===== config.mk =====
export PLATFORM = sky130hd
export DESIGN_NAME = spi_tx_sched
export DESIGN_NICKNAME = d
export VERILOG_FILES = /design/src/rtl/spi_tx_sched.sv
export SDC_FILE = /design/constraint.sdc
export NUM_CORES = 1
export LEC_CHECK = 0
export ABC_AREA = 1
export ABC_CLOCK_PERIOD_IN_PS = 1670
export CAP_MARGIN = 30
export CORE_MARGIN = 1
export CORE_UTILIZATION = 40
export CTS_BUF_LIST = sky130_fd_sc_hd__clkbuf_4 sky130_fd_sc_hd__clkbuf_8
export CTS_CLUSTER_DIAMETER = 100
export DETAILED_ROUTE_END_ITERATION = 10
export PLACE_DENSITY = 0.8
export SETUP_SLACK_MARGIN = 0.5
export SLEW_MARGIN = 20
export SYNTH_ARGS = -nofsm -noshare
export SYNTH_HDL_FRONTEND = slang
export SYNTH_SLANG_ARGS = --single-unit

===== constraint.sdc =====
create_clock -name clk -period 1.67 [get_ports clk]
set_input_delay 0.334 -clock clk [delete_from_list [all_inputs] [get_ports clk]]
set_output_delay 0.334 -clock clk [all_outputs]
set_load 0.02 [all_outputs]

===== src/rtl/spi_tx_sched.sv =====
// spi_tx_sched: round-robin owner of the shared SPI TX FIFO, framing each packet with CS setup/hold
// and pacing SCLK through tx_clk_en.
module spi_tx_sched #(
  parameter int NUM_REQ     = 4,
  parameter int CLK_DIV     = 4,
  parameter int SETUP_TICKS = 2,
  parameter int HOLD_TICKS  = 2
) (
  input  logic                       clk,
  input  logic                       rst,
  input  logic [NUM_REQ-1:0]         req_valid,
  input  logic [8*NUM_REQ-1:0]       req_data,
  input  logic [NUM_REQ-1:0]         req_last,
  output logic [NUM_REQ-1:0]         req_ready,
  output logic                       tx_clk_en,
  output logic                       tx_wen,
  output logic [7:0]                 tx_wdata,
  input  logic [4:0]                 tx_rptr,
  input  logic [4:0]                 tx_wptr,
  output logic [NUM_REQ-1:0]         cs_n,
  output logic [$clog2(NUM_REQ)-1:0] grant_id,
  output logic                       busy
);
  localparam int IW = $clog2(NUM_REQ);
  localparam int DW = $clog2(CLK_DIV);

  typedef enum logic [2:0] {IDLE, SETUP, STREAM, DRAIN, HOLD} state_t;

  state_t             state_q, state_d;
  logic [IW-1:0]      grant_q, grant_d, rr_q, rr_d, pick;
  logic [NUM_REQ-1:0] cs_n_q, cs_n_d;
  logic [DW-1:0]      div_q, div_d;
  logic [7:0]         tick_q, tick_d;
  logic [4:0]         occ;
  logic               full, empty;

  // Pointers are 5 bits over a 16-deep FIFO, so the difference wraps cleanly
  assign occ   = tx_wptr - tx_rptr;
  assign full  = occ == 5'd16;
  assign empty = occ == 5'd0;

  assign tx_clk_en = div_q == DW'(CLK_DIV - 1);
  assign busy      = state_q != IDLE;
  assign grant_id  = grant_q;
  assign cs_n      = cs_n_q;
  assign tx_wen    = state_q == STREAM && req_valid[grant_q] && !full;
  assign tx_wdata  = state_q == STREAM ? req_data[8*grant_q +: 8] : 8'd0;
  assign req_ready = (state_q == STREAM && !full) ? NUM_REQ'(1) << grant_q : '0;

  // Descending scan so the nearest valid requester at or after rr wins
  always_comb begin
    pick = rr_q;
    for (int k = NUM_REQ - 1; k >= 0; k--)
      if (req_valid[(int'(rr_q) + k) % NUM_REQ]) pick = IW'((int'(rr_q) + k) % NUM_REQ);
  end

  always_comb div_d = (state_q == IDLE || tx_clk_en) ? '0 : div_q + 1'b1;

  always_comb begin
    state_d = state_q;
    grant_d = grant_q;
    rr_d    = rr_q;
    cs_n_d  = cs_n_q;
    tick_d  = tx_clk_en ? tick_q + 8'd1 : tick_q;
    case (state_q)
      IDLE:
        if (|req_valid) begin
          state_d = SETUP;
          grant_d = pick;
          cs_n_d  = ~(NUM_REQ'(1) << pick);
          tick_d  = '0;
        end
      SETUP:  state_d = int'(tick_d) >= SETUP_TICKS ? STREAM : SETUP;
      STREAM: state_d = (tx_wen && req_last[grant_q]) ? DRAIN : STREAM;
      DRAIN:
        if (empty) begin
          state_d = HOLD;
          tick_d  = '0;
        end
      HOLD:
        if (int'(tick_d) >= HOLD_TICKS) begin
          state_d = IDLE;
          cs_n_d  = '1;
          rr_d    = IW'((int'(grant_q) + 1) % NUM_REQ);
        end
      default: state_d = IDLE;
    endcase
  end

  always_ff @(posedge clk or posedge rst) begin
    if (rst) begin
      state_q <= IDLE;
      grant_q <= '0;
      rr_q    <= '0;
      cs_n_q  <= '1;
      div_q   <= '0;
      tick_q  <= '0;
    end else begin
      state_q <= state_d;
      grant_q <= grant_d;
      rr_q    <= rr_d;
      cs_n_q  <= cs_n_d;
      div_q   <= div_d;
      tick_q  <= tick_d;
    end
  end
endmodule


==> metrics.yaml <==
final_layout:
  drive_gt1_frac: 0.564
  nets: 513
  n_antenna_cell: 0
  area_growth_pct: 112
power:
  ir_drop_uv: 821
  fin_total_pwr_uw: 6030
  powerDensity_nw_per_um2: 1450
  p_int_uw: 3090
  switching_share: 0.488
  power_frac_comb: 0.787
  p_sw_uw: 2940
  leakage_uw: 0.00189
  p_clk_frac: 0.063
  pwr-share-seq: 0.150
synthesis:
  synth.top_cell.area_share: 0.217
  synth_common_cells: "nand2_1 (79), nor2_1 (50), inv_1 (37), nand3_1 (22), o21ai_0 (21)"
  ys_top_cells_by_area: "dfrtp_1 (22%), nand2_1 (15%), nor2_1 (9.6%), inv_1 (7.1%), ha_1 (6.4%)"
  syn_area_um2: 1960
  ys_warn_count: 0
  syn_nets: 372
  yosysMostFrequentCell: "nand2_1"
  ys.flop_type: "dfrtp_1"
  synth.distinct_cells: 33
  synth-seq-cells: 21
  synth-edff-count: 0
  seq_area_frac_synth: 0.271
  async_flop_share: 1.00
  synth_top_cell_by_area: "dfrtp_1"
  syn_avg_cell_area_um2: 6.32
  syn_inst: 310
detailed_routing:
  drtIter0Drc: 278
  finalWirelength_um: 10200
  vias_per_cell: 5.75
  drc: 0
  wire_per_inst_um: 19.8
  first_pass_iters: 7
  drtAntennaViolNets: 0
  vias: 2971
setup_path:
  critPathSlowestCell: "ha_4"
  r2r_start: "tick_q[0]"
  crit_path_end_kind: "primary output"
  cp.arrival_ns: 1.73
  path_cells: "buf_6, ha_4, a21oi_4, nand2_2, nand2_2, nand2_2, nor2_4, nand3_4, nand2_4, buf_12, nor2_4, buf_6"
  cp_common_cell: "nand2_2"
  r2r_setup_slack_ns: -0.24
  crit_path_start_kind: "primary input"
  path_class: "primary input to primary output"
  rr_worst_depth: 11
  critPathMaxStageDelay_ns: 0.27
  reg2reg_to: "state_q[0]"
  worstPathRequired_ns: 1.34
  path_max_fanout: 5
global_routing:
  grt_max_degree: 22
  antenna_found_initial: 0
  grt_use_total: 0.260
  grt_pass1_vias: 2567
  grt_pass1_wl_um: 10700
  overflow: 0
die:
  dieArea_um2: 5180
  num_io_pins: 73
  die_w_um: 72.0
  die_y_um: 72.0
  start_util: 0.415
  core_um2: 4720
  num_rows: 25
clock_tree:
  root_buffer: "clkbuf_8"
  cts_buffers: 3
  cts_tree: "yes"
  path_clk_slew_ns: 0.09
  clock_path_buffers: 2
  clock-sinks: 21
  htreeDepth: 1
  clk_latency_ns: 0.27
min_path:
  hp-class: "primary input to asynchronous set/reset pin"
sta:
  skew_ns: 0.00375
  rsz0062_at_grt: "true"
  period_share: 1.24
  worst_pin_slew_ns: 0.377
  relSlewSlack: 0.747
  holdWs_ns: 0.390
  period_minus_slack_ns: 2.07
  setup_ws_ns: -0.396
  setup_viol: 33
  hold_violations: 0
  fmax_ghz: 0.484
  slew_violations: 0
status:
  status: "finished, violations left"
  violations: "setup timing"
flow_run:
  timing.max_cap.violations: 0
place:
  gp_congestion: 0.789
  dp_hpwl_um: 4440
  port_buffers: 72
## stage by stage
step	util	cells	TNS (ns)	setup slack, ns	area (um2)
3_5_place_dp	0.678	475	-17.55	-1.14	3200
2_1_floorplan	-	310	0	0.0304	2190
4_1_cts	0.774	504	-2.48	-0.366	3650
3_3_place_gp	0.678	475	-16.61	-1.07	3200
6_report	0.878	517	-6.03	-0.396	4150
5_1_grt	0.878	517	-7.47	-0.419	4150
## cells in the final DEF (no fill, tap or decap), drive strengths merged
cell type	netlist	routed
nand4	4	4
o22ai	2	2
ha	10	10
o21ai	26	26
nand3	24	24
dfstp	4	4
clkdlybuf4s50	0	38
xor2	3	3
dlygate4sd2	0	5
nor3b	1	1
or2	2	2
nor3	6	6
nand2	83	84
dfrtp	17	17
clkbuf	4	10
nand3b	2	2
a21oi	20	20
inv	42	42
nor2	54	54
nor4	1	1
buf	5	95
## per-layer routing
layer,share of wire,up-vias,track usage
met5,0,-,0
met4,0.054,0,0.0784
met3,0.088,70,0.0347
met2,0.50,242,0.517
met1,0.36,1389,0.282
li1,-,1270,-
## worst max-delay path by stage
stage                               to  slack [ns]       start  depth (start not counted)
after floorplan           req_ready[0]        0.03  tx_wptr[2]                          9
after global placement          tx_wen       -1.07  tx_rptr[1]                         12
after detailed placement  req_ready[2]       -1.14  tx_rptr[2]                         12
after CTS                 req_ready[2]       -0.37  tx_rptr[2]                         13
after global routing      req_ready[1]       -0.42  tx_rptr[2]                         13
final                     req_ready[1]       -0.40  tx_wptr[2]                         12
## critical path, delay by kind of cell
kind / cells / cell delay, ns
simple gates: 7 / 0.59
buf+inv: 3 / 0.36
fa+ha+maj: 1 / 0.27
compound gates: 1 / 0.16
## timing repair
| action | 4_1_cts | 5_1_grt |
|---|---|---|
| hold buffers | 0 | 0 |
| buffers inserted | 24 | 11 |
| gates resized for setup | 219 | 95 |
| setup endpoints to repair | 40 | 42 |
| gates cloned | 1 | 2 |
| pin swaps | 49 | 38 |
## power by group through the flow
stage | logic (uW) | registers (uW) | clock network (uW)
after floorplan | 1770 | 942 | 0
after global placement | 2740 | 863 | 0
after detailed placement | 2810 | 875 | 0
after CTS | 3450 | 883 | 362
after global routing | 4970 | 914 | 392
final | 4750 | 904 | 379
## registers in the layout, summed over array words and instances, names as in the netlist
signal / count
rr_q: 2
state_q: 3
grant_id: 2
div_q: 2
cs_n: 4
tick_q: 8
## cell type report
| class | count | area, um2 |
|---|---|---|
| well taps | 67 | 83.8 |
| clock buffers | 4 | 48.8 |
| repair buffers | 144 | 1450 |
| flip-flops and latches | 21 | 537 |
| fillers | 184 | 576 |
| inverters | 42 | 170 |
| multi-input cells | 239 | 1860 |
## cell families after synthesis
family | count (synthesis) | synth area share
AND/OR/NAND/NOR | 177 | 0.412
adder cells (fa/ha/maj) | 10 | 0.0639
XOR/XNOR | 3 | 0.0173
buffers and inverters | 51 | 0.102
AO/OA/AOI/OAI | 48 | 0.134
flip-flops | 21 | 0.271
Note: power is estimated with default switching activity, not from simulation.
